[src/rtl/regfile_arb_pkg.sv]
// ---------------------------------------------------------------------------
// regfile_arb_pkg
// Shared definitions for the register-file write-port arbiter.
//   - arb_state_t : arbiter ownership state (idle, owned by req0, owned by req1)
//   - DEF_*       : default widths and burst limit used by the top level
//   - REQ0 / REQ1 : requester index constants (0 = ALU writeback, 1 = load)
// ---------------------------------------------------------------------------
package regfile_arb_pkg;

   localparam int DEF_DATA_W    = 8;
   localparam int DEF_ADDR_W    = 3;
   localparam int DEF_BURST_MAX = 4;

   localparam logic REQ0 = 1'b0;
   localparam logic REQ1 = 1'b1;

   typedef enum logic [1:0] {
      ARB_IDLE = 2'd0,
      ARB_OWN0 = 2'd1,
      ARB_OWN1 = 2'd2
   } arb_state_t;

endpackage

[src/rtl/regfile_write_arbiter_rr_arb2.sv]
// ---------------------------------------------------------------------------
// rr_arb2
// Combinational two-way round-robin picker with an owner override.
// Ports:
//   i_valid      [1:0] request present per requester
//   i_last_grant       index of the requester granted most recently
//   i_own_en           a locked owner currently holds the port
//   i_own_idx          index of that owner
//   o_grant      [1:0] one-hot grant (all zero when nothing is valid)
// ---------------------------------------------------------------------------
module rr_arb2
   import regfile_arb_pkg::*;
(
   input  logic [1:0] i_valid,
   input  logic       i_last_grant,
   input  logic       i_own_en,
   input  logic       i_own_idx,
   output logic [1:0] o_grant
);

   // An owner that is still requesting wins outright. An owner that has
   // dropped valid is ignored, so the choice falls back to plain
   // round-robin: with both valid, the one not granted last time wins.
   always_comb begin
      o_grant = 2'b00;
      if (i_own_en && i_valid[i_own_idx]) begin
         o_grant = (i_own_idx == REQ1) ? 2'b10 : 2'b01;
      end else if (i_valid == 2'b11) begin
         o_grant = (i_last_grant == REQ1) ? 2'b01 : 2'b10;
      end else begin
         o_grant = i_valid;
      end
   end

endmodule

[src/rtl/regfile_write_arbiter.sv]
// ---------------------------------------------------------------------------
// regfile_write_arbiter
// Shares the register file's single write port between requester 0 (ALU
// writeback) and requester 1 (load writeback). Round-robin fairness with an
// optional lock that keeps the port for up to BURST_MAX consecutive grants.
// The accepted write is registered and presented as a one-cycle RegWrite
// pulse with Write_Reg_Num / Write_Data on the cycle after the handshake.
// Ports:
//   clk, Reset (async, active high)
//   reqN_valid / reqN_lock / reqN_addr / reqN_data   requester inputs
//   reqN_ready                                       combinational grant
//   RegWrite / Write_Reg_Num / Write_Data            register file write
// Build option:
//   REGFILE_ARB_ZERO_REG_EN - writes to register 0 are accepted and
//   arbitrated but never strobe RegWrite.
// ---------------------------------------------------------------------------
module regfile_write_arbiter
   import regfile_arb_pkg::*;
#(
   parameter int DATA_W    = DEF_DATA_W,
   parameter int ADDR_W    = DEF_ADDR_W,
   parameter int BURST_MAX = DEF_BURST_MAX
)(
   input  logic              clk,
   input  logic              Reset,
   input  logic              req0_valid,
   input  logic              req0_lock,
   input  logic [ADDR_W-1:0] req0_addr,
   input  logic [DATA_W-1:0] req0_data,
   input  logic              req1_valid,
   input  logic              req1_lock,
   input  logic [ADDR_W-1:0] req1_addr,
   input  logic [DATA_W-1:0] req1_data,
   output logic              req0_ready,
   output logic              req1_ready,
   output logic              RegWrite,
   output logic [ADDR_W-1:0] Write_Reg_Num,
   output logic [DATA_W-1:0] Write_Data
);

   localparam int CNT_W = $clog2(BURST_MAX + 1);

   arb_state_t        r_state;
   logic              r_lastGrant;
   logic [CNT_W-1:0]  r_burstCnt;
   logic              r_regWrite;
   logic [ADDR_W-1:0] r_writeRegNum;
   logic [DATA_W-1:0] r_writeData;

   logic              w_ownEn;
   logic              w_ownIdx;
   logic [1:0]        w_grant;
   logic              w_hs;
   logic              w_hsIdx;
   logic              w_hsLock;
   logic [ADDR_W-1:0] w_hsAddr;
   logic [DATA_W-1:0] w_hsData;
   logic [CNT_W-1:0]  w_baseCnt;
   logic [CNT_W-1:0]  w_nextCnt;
   logic              w_keep;
   logic              w_doWrite;

   assign w_ownEn  = (r_state != ARB_IDLE);
   assign w_ownIdx = (r_state == ARB_OWN1);

   rr_arb2 u_pick (
      .i_valid      ({req1_valid, req0_valid}),
      .i_last_grant (r_lastGrant),
      .i_own_en     (w_ownEn),
      .i_own_idx    (w_ownIdx),
      .o_grant      (w_grant)
   );

   // Ready is suppressed while Reset is held so nothing handshakes into
   // flops that cannot capture it.
   assign req0_ready = w_grant[0] & ~Reset;
   assign req1_ready = w_grant[1] & ~Reset;

   assign w_hs     = |w_grant;
   assign w_hsIdx  = w_grant[1];
   assign w_hsLock = w_hsIdx ? req1_lock : req0_lock;
   assign w_hsAddr = w_hsIdx ? req1_addr : req0_addr;
   assign w_hsData = w_hsIdx ? req1_data : req0_data;

   // The burst continues only when the current owner is the one granted;
   // a grant to anyone else (owner dropped valid, or idle) starts at 1.
   assign w_baseCnt = (w_ownEn && (w_ownIdx == w_hsIdx)) ? r_burstCnt : '0;
   assign w_nextCnt = w_baseCnt + CNT_W'(1);
   assign w_keep    = w_hsLock && (w_nextCnt < CNT_W'(BURST_MAX));

`ifdef REGFILE_ARB_ZERO_REG_EN
   assign w_doWrite = w_hs && (w_hsAddr != '0);
`else
   assign w_doWrite = w_hs;
`endif

   // Ownership FSM, round-robin history, burst counter and the registered
   // write port. The write address/data hold when no write is emitted.
   always_ff @(posedge clk or posedge Reset) begin
      if (Reset) begin
         r_state       <= ARB_IDLE;
         r_lastGrant   <= REQ1;
         r_burstCnt    <= '0;
         r_regWrite    <= 1'b0;
         r_writeRegNum <= '0;
         r_writeData   <= '0;
      end else begin
         r_regWrite <= w_doWrite;
         if (w_doWrite) begin
            r_writeRegNum <= w_hsAddr;
            r_writeData   <= w_hsData;
         end
         if (w_hs) begin
            r_lastGrant <= w_hsIdx;
            if (w_keep) begin
               r_state    <= w_hsIdx ? ARB_OWN1 : ARB_OWN0;
               r_burstCnt <= w_nextCnt;
            end else begin
               r_state    <= ARB_IDLE;
               r_burstCnt <= '0;
            end
         end else begin
            r_state    <= ARB_IDLE;
            r_burstCnt <= '0;
         end
      end
   end

   assign RegWrite      = r_regWrite;
   assign Write_Reg_Num = r_writeRegNum;
   assign Write_Data    = r_writeData;

endmodule

[config.mk]
export PLATFORM = sky130hd
export DESIGN_NAME = regfile_write_arbiter
export DESIGN_NICKNAME = d
export VERILOG_FILES = /design/src/rtl/regfile_arb_pkg.sv /design/src/rtl/regfile_write_arbiter_rr_arb2.sv /design/src/rtl/regfile_write_arbiter.sv
export SDC_FILE = /design/constraint.sdc
export NUM_CORES = 1
export LEC_CHECK = 0
export BUFFER_PORTS_ARGS = -buffer_cell sky130_fd_sc_hd__buf_2
export CAP_MARGIN = 20
export CORE_UTILIZATION = 45
export DETAILED_ROUTE_END_ITERATION = 10
export PLACE_DENSITY_LB_ADDON = 0.25
export SLEW_MARGIN = 10
export SYNTH_ARGS = -nofsm -noshare
export SYNTH_HDL_FRONTEND = slang
export SYNTH_HIERARCHICAL = 1
export SYNTH_SLANG_ARGS = --single-unit
[constraint.sdc]
create_clock -name clk -period 7.95 [get_ports clk]
set_clock_uncertainty 0.2 [all_clocks]
set_input_delay 0.795 -clock clk [delete_from_list [all_inputs] [get_ports clk]]
set_output_delay 0.795 -clock clk [all_outputs]
set_load 0.05 [all_outputs]
==> flow_summary.json <==
{
  "clk_latency_ns": 0.28,
  "grt_pass1_vias": 582,
  "cts_made_buffers": 3,
  "post-route-min-period_ns": 3.351,
  "htreeDepth": 1,
  "ys_seq_area_share_pct": 50.63,
  "portBuffers": 41,
  "ctsLongestPathBuffers": 2,
  "synth_top_family_by_area": "simple AND/OR/NAND/NOR gates",
  "area_delta_synth_final_pct": 27.35,
  "synth_xor_area_share_pct": 0,
  "final_common_cell": "buf_2",
  "timing.rr.start": "r_state[1]$_DFF_PP0_",
  "slowest_delay_ns": 0.69,
  "cp.depth": 5,
  "startpoint_type": "flop",
  "clkSinkCount": 18,
  "final-setup-viol-count": 0,
  "ys_ff_latch": 18,
  "core_area_mm2": 0.001783,
  "hp-start": "r_lastGrant$_DFFE_PP1P_",
  "nets": 158,
  "num_antenna_cells": 0,
  "fmax_mhz": 298.4,
  "rsz0062_at_grt": "false",
  "hp-class": "flop to flop",
  "p_leak_nw": 0.5980,
  "synthMuxAreaShare_pct": 13.46,
  "path_max_fanout": 32,
  "crit_path_end_kind": "output pin",
  "powerDensity_mw_per_mm2": 220.4,
  "place_congestion": 0.6703,
  "yosys_warnings": 6,
  "slew_violations": 0,
  "first_pass_iters": 2,
  "yosys.cell_types.count": 27,
  "maxCapViolations": 0,
  "routedWlPerCell_um": 10.58,
  "reg2reg_depth": 9,
  "grt-ovfl-total": 0,
  "antenna_found_initial": 0,
  "die_w_um": 46.53,
  "finalHoldWorstSlack_ns": 0.3356,
  "critPathKind": "flop to output pin",
  "die_area_mm2": 0.002165,
  "slowest_stage": "o21a_1",
  "regToRegEndpoint": "r_burstCnt[0]$_DFF_PP0_",
  "ff2ff_setup_slack_ns": 4.75,
  "worst_pin_slew_ns": 0.8372,
  "synth_area_um2": 892.1,
  "seq_power_share_pct": 44.7,
  "wl_mm": 1.618,
  "dpl.cell_count": 149,
  "path_cells": "or2_2 > mux2i_1 > o21a_1 > nor2b_1 > buf_2",
  "outcome": "complete, no violations",
  "hold_path_depth": 1,
  "combPwrFrac_pct": 36.4,
  "arrival_ns": 2.36,
  "internal-power_mw": 0.1515,
  "cts_resized": 0,
  "cts_tree": "done",
  "drtAntennaViolNets": 0,
  "hold_buffers": 0,
  "cts_setup_buffers": 0,
  "final_cell_mix": "buf_2, dfrtp_1, mux2i_1, nand2_1, o21ai_0",
  "yosys.area_share.simple_pct": 17.53,
  "dr.first_iter.drc_count": 5,
  "netlist_instances": 87,
  "hold_end": "r_lastGrant$_DFFE_PP1P_",
  "synth_area_per_cell_um2": 10.25,
  "synth.net_count": 116,
  "initial_utilization_pct": 50.04,
  "num_rows": 15,
  "post-route-period-util_pct": 42.15,
  "top_level_ports": 42,
  "dpl.hpwl_mm": 1.211,
  "final_cells": 153,
  "drive_gt1_share_pct": 38.28,
  "vias": 712,
  "switchingPower_mw": 0.09891,
  "final.setup.tns_ns": 0,
  "fp.dieH_um": 46.53,
  "n_fill_cell": 150,
  "finalHoldViolations": 0,
  "clkSlewWorstSetupHoldPaths_ns": 0.09,
  "p_sw_share_pct": 39.50,
  "fin_util_pct": 63.72,
  "synth_compound_area_share_pct": 11.50,
  "ir_drop_uv": 150.0,
  "p_clk_share_pct": 18.9,
  "maxSlewHeadroom_pct": 44.19,
  "vias_per_cell": 4.654,
  "drcViolationCount": 0,
  "grt_first_pass_wirelength_mm": 2.387,
  "cts_root_buffer": "clkbuf_4",
  "cp_num_buf_inv": 1,
  "gr-usage-all-layers_pct": 15.90,
  "required_ns": 6.95,
  "crit_family": "compound AO/OA/AOI/OAI gates",
  "synthAdderAreaFrac_pct": 1.403,
  "grt_max_degree": 33
}
## synthesized netlist by cell type
cell | instances | area, um2
dfrtp_1 | 17 | 425.4
nor3b_1 | 1 | 7.510
and4b_1 | 1 | 10.01
nor2_1 | 1 | 3.750
and3b_1 | 2 | 17.52
a21o_1 | 1 | 7.510
inv_1 | 5 | 18.77
conb_1 | 1 | 3.750
buf_2 | 3 | 15.01
or2b_1 | 1 | 7.510
clkbuf_1 | 1 | 3.750
o21ai_0 | 11 | 55.05
nor3_1 | 2 | 10.01
nor4_1 | 1 | 6.260
nand3b_1 | 1 | 7.510
nor4b_2 | 1 | 15.01
nand2_1 | 12 | 45.04
or2_2 | 2 | 12.51
and2b_1 | 1 | 7.510
mux2i_1 | 12 | 120.1
o21a_1 | 2 | 15.01
buf_4 | 1 | 7.510
a21oi_1 | 2 | 10.01
nor2b_1 | 1 | 6.260
a21boi_0 | 2 | 15.01
ha_1 | 1 | 12.51
dfstp_2 | 1 | 26.28
## power by group through the flow
| stage | clock network, mW | logic, mW | registers, mW |
|---|---|---|---|
| after floorplan | 0 | 0.0310 | 0.152 |
| after global placement | 0 | 0.0914 | 0.113 |
| after detailed placement | 0 | 0.0924 | 0.114 |
| after CTS | 0.0497 | 0.0924 | 0.112 |
| after global routing | 0.0521 | 0.0986 | 0.113 |
| final | 0.0474 | 0.0912 | 0.112 |
## flip-flops by register name, summed over array words and instances (netlist names)
signal and cells:
RegWrite 1, r_burstCnt 3, r_state 2, Write_Reg_Num 3
Write_Data 8, r_lastGrant 1
## metrics by stage
step	instance area [um2]	setup slack [ns]	power, mW
global route	1136	4.402	0.2639
finish	1136	4.599	0.2504
floorplan	892.1	4.950	0.1829
CTS	1136	4.567	0.2541
detailed placement	1110	4.699	0.2060
global placement	1110	4.797	0.2045
## how the worst max path moves through the flow
stage,startpoint,end,slack (ns)
after global routing,r_state[0]$_DFF_PP0_,req1_ready,4.40
final,r_state[1]$_DFF_PP0_,req1_ready,4.60
after CTS,r_state[1]$_DFF_PP0_,req1_ready,4.57
after global placement,req0_valid,r_state[1]$_DFF_PP0_,4.80
after detailed placement,req0_valid,r_state[1]$_DFF_PP0_,4.70
after floorplan,r_state[1]$_DFF_PP0_,req0_ready,4.95
## metal layers
metal / share of wire [%] / vias to the layer above / global-route usage (%)
li1: - / 375 / -
met1: 47 / 311 / 21.00
met2: 47 / 24 / 23.89
met3: 4.6 / 2 / 2.353
met4: 0.74 / 0 / 10.59
met5: 0 / - / 0
## area by class of cell
cell class                      instances  area (um2)  share of cell area (%)
Clock buffer                            4       26.28                   2.313
Inverter                                5       18.77                   1.652
Multi-Input combinational cell         59       395.4                   34.80
Sequential cell                        18       451.7                   39.76
Tap cell                               25       31.28                   2.753
Timing Repair Buffer                   42       212.7                   18.72
## cell families after synthesis
| group | count (synthesis) |
|---|---|
| compound gates | 18 |
| fa+ha+maj | 1 |
| buf+inv | 10 |
| flops | 18 |
| mux | 12 |
| other cells | 1 |
| simple gates | 27 |
(Power assumes the default switching activity.)
